--- src/rtl/dynode_pkg.sv ---
// dynode_pkg: width derivations and defaults shared by the dynode baseline
// restorer and the dynode integrator.
package dynode_pkg;

  localparam int unsigned STEP_DEFAULT = 1;

  // Tracked-baseline width: ADC bits, window-sum growth and fractional bits.
  function automatic int unsigned cv_width(input int unsigned adc_w,
                                           input int unsigned win_log2,
                                           input int unsigned frac_log2);
    return adc_w + win_log2 + frac_log2;
  endfunction

  // Window-sum width: full sum of 2^win_log2 samples without overflow.
  function automatic int unsigned sum_width(input int unsigned adc_w,
                                            input int unsigned win_log2);
    return adc_w + win_log2;
  endfunction

endpackage

--- src/rtl/dynode_baseline_gen_if.sv ---
// dynode_baseline_gen_if: trigger inputs, ADC sample, configuration and
// baseline outputs of one dynode channel.
interface dynode_baseline_gen_if
  import dynode_pkg::*;
#(
  parameter int unsigned ADC_W     = 8,
  parameter int unsigned DLY_DEPTH = 16,
  parameter int unsigned WIN_LOG2  = 4,
  parameter int unsigned FRAC_LOG2 = 4,
  parameter int unsigned HOLD_W    = 5
);
  localparam int unsigned SEL_W = $clog2(DLY_DEPTH);
  localparam int unsigned SUM_W = sum_width(ADC_W, WIN_LOG2);
  localparam int unsigned CV_W  = cv_width(ADC_W, WIN_LOG2, FRAC_LOG2);

  logic              dyn_indet;
  logic              dyn_event;
  logic              dyn_pileup;
  logic              dyn_pudump;
  logic              blfreeze;
  logic [ADC_W-1:0]  dyn_data_in;
  logic [SEL_W-1:0]  dynadcdly;
  logic [HOLD_W-1:0] blholdtime;
  logic [SUM_W-1:0]  dyn_blcor;
  logic [ADC_W-1:0]  dyn_adcdly;
  logic [CV_W-1:0]   dyn_curval;
  logic              dyn_blvalid;
  logic              dyn_blhold;

  modport master (
    output dyn_indet, dyn_event, dyn_pileup, dyn_pudump, blfreeze,
           dyn_data_in, dynadcdly, blholdtime,
    input  dyn_blcor, dyn_adcdly, dyn_curval, dyn_blvalid, dyn_blhold
  );

  modport slave (
    input  dyn_indet, dyn_event, dyn_pileup, dyn_pudump, blfreeze,
           dyn_data_in, dynadcdly, blholdtime,
    output dyn_blcor, dyn_adcdly, dyn_curval, dyn_blvalid, dyn_blhold
  );

endinterface

--- src/rtl/dynode_bl_delay.sv ---
// dynode_bl_delay: free-running tap delay line with a registered tap mux.
// Sample at cycle t appears on dout at t+sel+2.
module dynode_bl_delay #(
  parameter int unsigned W     = 8,
  parameter int unsigned DEPTH = 16
) (
  input  logic                     clk,
  input  logic                     reset,
  input  logic [W-1:0]             din,
  input  logic [$clog2(DEPTH)-1:0] sel,
  output logic [W-1:0]             dout
);

  logic [W-1:0] taps [DEPTH];

  // Shift every cycle and register the selected tap.
  always_ff @(posedge clk) begin
    if (reset) begin
      for (int unsigned i = 0; i < DEPTH; i++) taps[i] <= '0;
      dout <= '0;
    end else begin
      taps[0] <= din;
      for (int unsigned i = 1; i < DEPTH; i++) taps[i] <= taps[i-1];
      dout <= taps[sel];
    end
  end

endmodule

--- src/rtl/dynode_baseline_gen.sv ---
// dynode_baseline_gen: baseline restorer for one dynode ADC channel.
// Tracks the pulse-free level in 2^-(WIN_LOG2+FRAC_LOG2) LSB units, freezes
// around events, and outputs corrected, delayed and baseline values.
// Optional: define DYN_BL_FASTACQ_EN to load the first window average
// directly into the tracker instead of slewing from zero.
module dynode_baseline_gen
  import dynode_pkg::*;
#(
  parameter int unsigned ADC_W     = 8,
  parameter int unsigned DLY_DEPTH = 16,
  parameter int unsigned WIN_LOG2  = 4,
  parameter int unsigned FRAC_LOG2 = 4,
  parameter int unsigned HOLD_W    = 5,
  parameter int unsigned STOP_DLY  = 3,
  parameter int unsigned STEP      = STEP_DEFAULT
) (
  input logic                  clk,
  input logic                  reset,
  dynode_baseline_gen_if.slave bl
);

  localparam int unsigned SUM_W = sum_width(ADC_W, WIN_LOG2);
  localparam int unsigned CV_W  = cv_width(ADC_W, WIN_LOG2, FRAC_LOG2);
  localparam int unsigned CV_W1 = CV_W + 1;

  logic [ADC_W-1:0]    dlylast;
  logic [3:0]          ev_in;
  logic [3:0]          ev_prev;
  logic                stopbl;
  logic [STOP_DLY:0]   stop_pipe;
  logic                stoplast;
  logic [HOLD_W-1:0]   holdcnt;
  logic                hold_c;
  logic                blhold_q;
  logic [SUM_W-1:0]    sum;
  logic [SUM_W-1:0]    sum_add;
  logic [WIN_LOG2-1:0] scnt;
  logic [SUM_W-1:0]    newvalue;
  logic                newvld;
  logic                blvalid_q;
  logic [CV_W-1:0]     cv;
  logic [CV_W-1:0]     cv_next;
  logic [CV_W1-1:0]    cv_up;
  logic [SUM_W-1:0]    cv_hi;
  logic [SUM_W-1:0]    x_c;
  logic [SUM_W-1:0]    blcor_q;

  dynode_bl_delay #(
    .W     (ADC_W),
    .DEPTH (DLY_DEPTH)
  ) u_delay (
    .clk   (clk),
    .reset (reset),
    .din   (bl.dyn_data_in),
    .sel   (bl.dynadcdly),
    .dout  (dlylast)
  );

  assign ev_in    = {bl.dyn_indet, bl.dyn_event, bl.dyn_pileup, bl.dyn_pudump};
  assign stoplast = stop_pipe[STOP_DLY];
  assign hold_c   = stoplast | (holdcnt != '0) | bl.blfreeze;
  assign sum_add  = sum + SUM_W'(dlylast);
  assign cv_hi    = cv[CV_W-1:FRAC_LOG2];
  assign x_c      = SUM_W'(bl.dyn_data_in) << WIN_LOG2;

  // Stop pulse: one per rising edge of any event input, then delayed.
  always_ff @(posedge clk) begin
    if (reset) begin
      ev_prev   <= '0;
      stopbl    <= 1'b0;
      stop_pipe <= '0;
    end else begin
      ev_prev      <= ev_in;
      stopbl       <= |(ev_in & ~ev_prev);
      stop_pipe[0] <= stopbl;
      for (int unsigned i = 1; i <= STOP_DLY; i++) stop_pipe[i] <= stop_pipe[i-1];
    end
  end

  // Hold counter: (re)loaded by each stop, then counts down to zero.
  always_ff @(posedge clk) begin
    if (reset) begin
      holdcnt  <= '0;
      blhold_q <= 1'b0;
    end else begin
      blhold_q <= hold_c;
      if (stoplast)              holdcnt <= bl.blholdtime;
      else if (holdcnt != '0)    holdcnt <= holdcnt - HOLD_W'(1);
    end
  end

  // Window accumulator: full-window sums of the delayed sample; a hold
  // throws away the partial window.
  always_ff @(posedge clk) begin
    if (reset) begin
      sum      <= '0;
      scnt     <= '0;
      newvalue <= '0;
      newvld   <= 1'b0;
    end else begin
      newvld <= 1'b0;
      if (blhold_q) begin
        sum  <= '0;
        scnt <= '0;
      end else if (scnt == '1) begin
        newvalue <= sum_add;
        newvld   <= 1'b1;
        sum      <= '0;
        scnt     <= '0;
      end else begin
        sum  <= sum_add;
        scnt <= scnt + WIN_LOG2'(1);
      end
    end
  end

  // Tracker next value: saturating slew toward the last window sum.
  always_comb begin
    cv_next = cv;
    cv_up   = {1'b0, cv} + CV_W1'(STEP);
`ifdef DYN_BL_FASTACQ_EN
    if (newvld && !blvalid_q) begin
      cv_next = CV_W'(newvalue) << FRAC_LOG2;
    end else
`endif
    if (!blhold_q) begin
      if (cv_hi < newvalue) begin
        cv_next = cv_up[CV_W] ? '1 : cv_up[CV_W-1:0];
      end else if (cv_hi > newvalue) begin
        cv_next = (cv < CV_W'(STEP)) ? '0 : cv - CV_W'(STEP);
      end
    end
  end

  // Tracker, valid flag and baseline-corrected sample registers.
  always_ff @(posedge clk) begin
    if (reset) begin
      cv        <= '0;
      blvalid_q <= 1'b0;
      blcor_q   <= '0;
    end else begin
      cv      <= cv_next;
      blcor_q <= (x_c > cv_hi) ? x_c - cv_hi : '0;
      if (newvld) blvalid_q <= 1'b1;
    end
  end

  assign bl.dyn_blcor   = blcor_q;
  assign bl.dyn_adcdly  = dlylast;
  assign bl.dyn_curval  = cv;
  assign bl.dyn_blvalid = blvalid_q;
  assign bl.dyn_blhold  = blhold_q;

endmodule

--- src/flat_wrapper.sv ---
// flat-port wrapper written by rule: the top's interface ports become plain ports
module dynode_baseline_gen_flat import dynode_pkg::*;
#(
  parameter int unsigned ADC_W     = 8,
  parameter int unsigned DLY_DEPTH = 16,
  parameter int unsigned WIN_LOG2  = 4,
  parameter int unsigned FRAC_LOG2 = 4,
  parameter int unsigned HOLD_W    = 5,
  parameter int unsigned STOP_DLY  = 3,
  parameter int unsigned STEP      = STEP_DEFAULT
)
  (clk, reset, bl_dyn_indet, bl_dyn_event, bl_dyn_pileup, bl_dyn_pudump, bl_blfreeze, bl_dyn_data_in, bl_dynadcdly, bl_blholdtime, bl_dyn_blcor, bl_dyn_adcdly, bl_dyn_curval, bl_dyn_blvalid, bl_dyn_blhold);
  dynode_baseline_gen_if #(.ADC_W(ADC_W), .DLY_DEPTH(DLY_DEPTH), .WIN_LOG2(WIN_LOG2), .FRAC_LOG2(FRAC_LOG2), .HOLD_W(HOLD_W)) bl_i ();
  input logic clk;
  input logic reset;
  input wire logic [$bits(bl_i.dyn_indet)-1:0] bl_dyn_indet;
  input wire logic [$bits(bl_i.dyn_event)-1:0] bl_dyn_event;
  input wire logic [$bits(bl_i.dyn_pileup)-1:0] bl_dyn_pileup;
  input wire logic [$bits(bl_i.dyn_pudump)-1:0] bl_dyn_pudump;
  input wire logic [$bits(bl_i.blfreeze)-1:0] bl_blfreeze;
  input wire logic [$bits(bl_i.dyn_data_in)-1:0] bl_dyn_data_in;
  input wire logic [$bits(bl_i.dynadcdly)-1:0] bl_dynadcdly;
  input wire logic [$bits(bl_i.blholdtime)-1:0] bl_blholdtime;
  output wire logic [$bits(bl_i.dyn_blcor)-1:0] bl_dyn_blcor;
  output wire logic [$bits(bl_i.dyn_adcdly)-1:0] bl_dyn_adcdly;
  output wire logic [$bits(bl_i.dyn_curval)-1:0] bl_dyn_curval;
  output wire logic [$bits(bl_i.dyn_blvalid)-1:0] bl_dyn_blvalid;
  output wire logic [$bits(bl_i.dyn_blhold)-1:0] bl_dyn_blhold;
  assign bl_i.dyn_indet = bl_dyn_indet;
  assign bl_i.dyn_event = bl_dyn_event;
  assign bl_i.dyn_pileup = bl_dyn_pileup;
  assign bl_i.dyn_pudump = bl_dyn_pudump;
  assign bl_i.blfreeze = bl_blfreeze;
  assign bl_i.dyn_data_in = bl_dyn_data_in;
  assign bl_i.dynadcdly = bl_dynadcdly;
  assign bl_i.blholdtime = bl_blholdtime;
  assign bl_dyn_blcor = bl_i.dyn_blcor;
  assign bl_dyn_adcdly = bl_i.dyn_adcdly;
  assign bl_dyn_curval = bl_i.dyn_curval;
  assign bl_dyn_blvalid = bl_i.dyn_blvalid;
  assign bl_dyn_blhold = bl_i.dyn_blhold;
  dynode_baseline_gen #(.ADC_W(ADC_W), .DLY_DEPTH(DLY_DEPTH), .WIN_LOG2(WIN_LOG2), .FRAC_LOG2(FRAC_LOG2), .HOLD_W(HOLD_W), .STOP_DLY(STOP_DLY), .STEP(STEP)) u_core (.clk(clk), .reset(reset), .bl(bl_i));
endmodule
--- config.mk ---
export PLATFORM = sky130hd
export DESIGN_NAME = dynode_baseline_gen_flat
export DESIGN_NICKNAME = d
export VERILOG_FILES = /design/src/rtl/dynode_pkg.sv /design/src/rtl/dynode_baseline_gen_if.sv /design/src/rtl/dynode_bl_delay.sv /design/src/rtl/dynode_baseline_gen.sv /design/src/flat_wrapper.sv
export SDC_FILE = /design/constraint.sdc
export NUM_CORES = 1
export LEC_CHECK = 0
export CORE_ASPECT_RATIO = 0.6
export CORE_UTILIZATION = 35
export DETAILED_ROUTE_END_ITERATION = 7
export DONT_BUFFER_PORTS = 1
export PLACE_DENSITY = 0.5
export REMOVE_ABC_BUFFERS = 1
export SYNTH_ARGS = -nofsm -noshare
export SYNTH_HDL_FRONTEND = slang
export SYNTH_SLANG_ARGS = --single-unit
--- constraint.sdc ---
create_clock -name clk -period 3 [get_ports clk]
set_input_delay 0.45 -clock clk [delete_from_list [all_inputs] [get_ports clk]]
set_output_delay 0.45 -clock clk [all_outputs]
set_load 0.005 [all_outputs]
# [After elaboration in Yosys (flattened, before gate mapping)]
# Memory sizes are Yosys's and may differ from the RTL's. A register that Yosys moved wholly into a read port is not among the register bits.
# Cells that the tools add are included.
[op_classes] n_addsub=6 n_lt_le_gt_ge=4 n_eq_ne=1 n_mux=26 bitwise=22 reduce_logical=9
[op_table] op="2-to-1 mux 8 bit" n=16
[op_table] op="2-to-1 mux 16 bit" n=4
[op_table] op="> comparator 12 bit" n=2
[op_table] op="OR 1 bit" n=18
[op_table] op="adder 16 x 1 -> 17 bit, second input constant" n=1
[op_table] op="< comparator 16 x 1 -> 1 bit, second input constant" n=1
[op_table] op="subtractor 16 x 1 -> 16 bit, second input constant" n=1
[op_table] op="adder 12 x 8 -> 12 bit" n=1
[op_table] op="< comparator 12 bit" n=1
[op_table] op="subtractor 12 bit" n=1
[op_table] op="2-to-1 mux 5 bit" n=2
[op_table] op="nonzero test 5 bit" n=1
[op_table] op="subtractor 5 x 1 -> 5 bit, second input constant" n=1
[op_table] op="adder 4 x 1 -> 4 bit, second input constant" n=1
[op_table] op="AND 4 bit" n=1
[op_table] op="equality test 4 bit, second input constant" n=1
[op_table] op="2-to-1 mux 1 bit" n=4
[op_table] op="NOT 4 bit" n=1
[op_table] op="AND reduction 2 bit" n=2
[op_table] op="nonzero test 2 bit" n=2
[op_table] op="OR reduction 2 bit" n=2
[op_table] op="OR reduction 4 bit" n=1
[op_table] op="OR reduction 3 bit" n=1
[op_table] op="NOT 1 bit" n=2
[totals] regBits=73 ram_bits=128 out_inout_bits=38 elab_cells=81 memories=1
[mem_list] memory="u_core.u_delay.taps" depth=16 word_bits=8 rd=16 rd_ports_with_merged_regs=1 write_ports=16 line="dynode_bl_delay.sv:14" source="logic [W-1:0] taps [DEPTH];"

# [Longest topological paths before layout]
[depth] ltp_word=4 ltp_mapped=11 depth_no_buf=10

# [Cells and area by module]
# Synthesis repeated with hierarchy kept, for this count alone.
[hier_totals] hier_cells=956 hier_area_um2=9166.3
[by_module_without_submodules] module="dynode_bl_delay" instances=1 cells_each=410 area_per_inst_um2=4724.5 seq_area_each_um2=2722.6
[by_module_without_submodules] module="dynode_baseline_gen" instances=1 cells_each=546 area_per_inst_um2=4441.8 seq_area_each_um2=1461.4

# [Worst setup path before layout]
# No wires, ideal clock.
[synth_path] kind="flip-flop to flip-flop" from="reg u_core.cv[4] (netlist: u_core.bl.dyn_curval[4])" to="reg u_core.blcor_q[3] (netlist: u_core.bl.dyn_blcor[3])" setup_time_ps=115 arrival_ps=2243 required_time_ps=2885 slack_ps=642 stages_incl_launch_ff=12 n_path_buf=2 synth_period_minus_slack_ps=2358 cell_sequence="dfxtp_1 > inv_1 > ha_1 > or3b_1 > buf_6 > o21ai_2 > a21o_1 > a21o_4 > a2111oi_2 > or3_4 > buf_6 > nor2_1"
[synth_via] elab_chain_len=3 word_cells_on_any_way=4 cone_classes="add/sub: 1; order compare: 1; bitwise: 1; reduce/logical: 1"
[synth_rtl] element="from (decl)" line="dynode_baseline_gen.sv:41" source="logic [CV_W-1:0] cv;"
[synth_rtl] element="from (signal assigned)" line="dynode_baseline_gen.sv:142" source="cv <= cv_next;"
[synth_rtl] element="> comparator 12 bit" line="dynode_baseline_gen.sv:143" source="blcor_q <= (x_c > cv_hi) ? x_c - cv_hi : '0;"
[synth_rtl] element="NOT 1 bit (no line)"
[synth_rtl] element="OR reduction 2 bit (no line)"
[synth_rtl] element="to (signal assigned)" line="dynode_baseline_gen.sv:143"
[synth_rtl] element="to (decl)" line="dynode_baseline_gen.sv:46" source="logic [SUM_W-1:0] blcor_q;"
# Several ways; a longest one is shown, not always the timed one.
# A chain may end at the register's enable or synchronous reset.

# [Worst setup path after layout]
[layout_path] from="reg u_core.u_delay.dout[0], read port of u_core.u_delay.taps" to="reg u_core.newvalue[8]"
[layout_via] elab_chain_len=1
[layout_rtl] element="from (decl)" line="dynode_bl_delay.sv:11" source="output logic [W-1:0] dout"
[layout_rtl] element="adder 12 x 8 -> 12 bit" line="dynode_baseline_gen.sv:62" source="assign sum_add = sum + SUM_W'(dlylast);"
[layout_rtl] element="to (signal assigned)" line="dynode_baseline_gen.sv:106" source="newvalue <= sum_add;"
[layout_rtl] element="to (decl)" line="dynode_baseline_gen.sv:38" source="logic [SUM_W-1:0] newvalue;"
# Every way passes these cells.

==> impl_metrics.yaml <==
detailed_routing:
  drc: 0
  ant_nets: 0
  drt_wl_total_mm: 20.6
  vias: 6048
  dr.first_iter.drc_count: 461
  wl_per_cell_um: 17.1
  avgViaCountPerCell: 5.01
  drt-pass1-iter-count: 5
synthesis:
  synth_warnings: 0
  postSynth.asyncResetShare_pct: 0
  synth.avg_cell_area_um2: 10.3
  synth_common_cells: "209 x dfxtp_1, 145 x nor2b_1, 76 x nor2_1"
  synthCells: 870
  synth_cell_types: 60
  yosys.area.top_type_share_pct: 46.9
  synth_edf_count: 0
  yosysMostFrequentCell: "dfxtp_1"
  ys_ff_latch: 209
  synth-seq-area-share_pct: 46.9
  synth-main-ff-cell: "dfxtp_1"
  netlist_top_cells_area: "dfxtp_1 47%, nor2b_1 10%, mux4_2 10%"
  yosys.area.top_type: "dfxtp_1"
  netlist_area_um2: 8920
global_route:
  grt_max_degree: 139
  grt_pass1_vias: 5738
  groute.usage.overall_pct: 16.0
  grt_pass1_wl_mm: 33.2
  use_met3_pct: 4.66
  grt_use_met2_pct: 19.9
  antenna_found_initial: 0
  use_met1_pct: 26.3
  grt_overflow: 0
  grt.busiest_layer: "met1"
timing:
  slew_headroom_pct: 41.9
  fin_crit_sh_pct: 88.5
  rsz0062_at_grt: "no"
  fin_crit_ns: 2.66
  hold_viol_final: 0
  fin_tns_setup_ns: 0
  max_freq_ghz: 0.377
  drv_slew: 0
  hold-worst-slack_ns: 0.0579
  clock_skew_ns: 0.0145
  worst_pin_slew_ns: 0.861
  setup_viol: 0
worst_setup_path:
  cp-start-kind: "flop"
  r2r_cells: 10
  crit_required_ns: 3.40
  critPathMaxStageDelay_ns: 0.62
  cp_num_cells: 10
  cp-startpoint: "u_core.u_delay.dout[0]"
  crit_arrival_ns: 3.06
  crit_path_max_fanout: 3
  r2r-start: "u_core.u_delay.dout[0]"
  crit_family: "compound AO/OA/AOI/OAI gates"
  cpMaxStageDelayCell: "or4b_2"
  crit_type: "flop to flop"
  path_buf_inv: 1
  r2r_setup_slack_ns: 0.34
  end_kind: "flop"
  critPathMostFrequentCell: "o21ai_0"
  crit_chain: "ha_1, inv_1, fa_1, nor2b_1, o21ai_0, a21boi_0, o21ai_0, a21oi_1, or4b_2, o311ai_0"
clock_network:
  root_buffer: "clkbuf_16"
  cts_tree: "yes"
  cts.sinks: 209
  cts_setup_buffers: 0
  clockBufferDepth: 3
  cts_buffers: 21
  clock_latency_ns: 0.52
  htreeDepth: 1
  clk_pin_slew_ns: 0.06
min_path:
  hold_class: "input port to flop"
  hold_depth: 1
  min_from: "reset"
final_layout:
  finalInstanceArea_um2: 9990
  drive_gt1_share_pct: 12.9
  fin_util_pct: 40.6
  area_delta_synth_final_pct: 12.0
  nets: 930
  antennaDiodeCount: 0
placement:
  numPortBuffers: 0
  globalplace.congestion: 0.870
  place_area_um2: 9270
  place_hpwl_mm: 13.8
floorplanning:
  rows: 44
  start_util_pct: 36.3
  design.die.area_um2: 26200
  die_h_um: 126
  ios: 62
  die_w_um: 208
  core_area_um2: 24600
pwr:
  power.leakage_nw: 3.81
  power_density_nw_per_um2: 848
  vdd_drop_max_mv: 0.346
outcome:
  status: "finished, final reports clean"
job:
  drv_cap: 0
-- state kept, by name, indices dropped and copies added (netlist names) --
signal,flops
u_core.newvalue,12
u_core.stopbl,1
u_core.bl.dyn_blcor,12
u_core.holdcnt,5
u_core.sum,12
u_core.ev_prev,4
u_core.bl.dyn_blvalid,1
u_core.stop_pipe,4
u_core.u_delay.taps,128
u_core.bl.dyn_curval,16
u_core.u_delay.dout,8
u_core.newvld,1
u_core.bl.dyn_blhold,1
u_core.scnt,4
-- cells in the final DEF, fill, tap and decap left out, drive strengths merged, types with 7 or more instances in the layout --
master | synthesis | final
a211oi | 13 | 13
a21oi | 39 | 39
a31oi | 9 | 9
and3 | 13 | 13
buf | 13 | 22
clkbuf | 34 | 26
clkinv | 0 | 9
dfxtp | 209 | 209
ha | 35 | 35
inv | 41 | 42
mux4 | 40 | 40
nand2 | 36 | 36
nand3 | 13 | 13
nand4 | 8 | 8
nor2 | 76 | 76
nor2b | 145 | 145
nor3 | 15 | 15
o211ai | 7 | 7
o21ai | 16 | 16
o31ai | 9 | 9
xnor2 | 26 | 26
xor2 | 10 | 10
-- cells by family (layout without fill, tap and decap cells) --
logic type               Yosys count  count (layout)  share of synthesized area, %
adder cells (fa/ha/maj)           36              36                          5.13
AND/OR/NAND/NOR                  331             331                          20.2
AO/OA/AOI/OAI                    125             125                          9.42
XOR/XNOR                          36              36                          3.53
flip-flops                       209             209                          46.9
buffers and inverters             88             103                          4.11
multiplexers                      45              45                          10.7
-- path summary, 6_finish.rpt --
| kind | endpoint |
|---|---|
| setup / recovery | u_core.newvalue[8] |
| hold / removal | u_core.u_delay.taps[8][5] |
| setup reg to reg | u_core.newvalue[8] |
| hold reg to reg | u_core.bl.dyn_blvalid |
-- stage by stage --
stage / total power, mW / instances / setup WS (ns)
3_3_place_gp: 5.85 / 1166 / 0.375
6_report: 8.48 / 1207 / 0.344
4_1_cts: 8.52 / 1206 / 0.358
3_5_place_dp: 5.84 / 1166 / 0.379
2_1_floorplan: 5.00 / 823 / 0.339
5_1_grt: 9.00 / 1207 / 0.115
-- power breakdown --
part	leakage, nW	internal (mW)	switching (mW)
Sequential	1.70	2.97	0.238
Combinational	1.77	1.08	1.55
Clock	0.345	1.52	1.12
Total	3.81	5.57	2.91
-- layer usage --
metal  vias up  share of wire, %  routed length (um)
met2       158                36                7340
met5         -                 0                   0
li1       3017                 -                   -
met1      2850                56               11500
met4         0               1.4                 297
met3        23               7.2                1490
-- what timing repair did --
action / in CTS / in global routing
gates resized for setup: 0 / 0
endpoints found under the setup margin: 0 / 0
hold buffers: 2 / 1
endpoints found under the hold margin: 12 / 7
-- final cells by class --
cell class | count | area (um^2)
fill | 2409 | 14600
clock inverter | 12 | 118
multi-input combinational | 573 | 4370
tap | 322 | 403
clock buffer | 26 | 564
sequential | 209 | 4180
inverter | 41 | 154
timing repair buffer | 24 | 198
-- worst reg2reg max path, stage by stage (launching register included) --
cell and delay (ns):
dfxtp_1 0.34, ha_1 0.22, inv_1 0.07, fa_1 0.20
nor2b_1 0.06, o21ai_0 0.23, a21boi_0 0.19, o21ai_0 0.34
a21oi_1 0.17, or4b_2 0.62, o311ai_0 0.10
(Power assumes the default switching activity.)
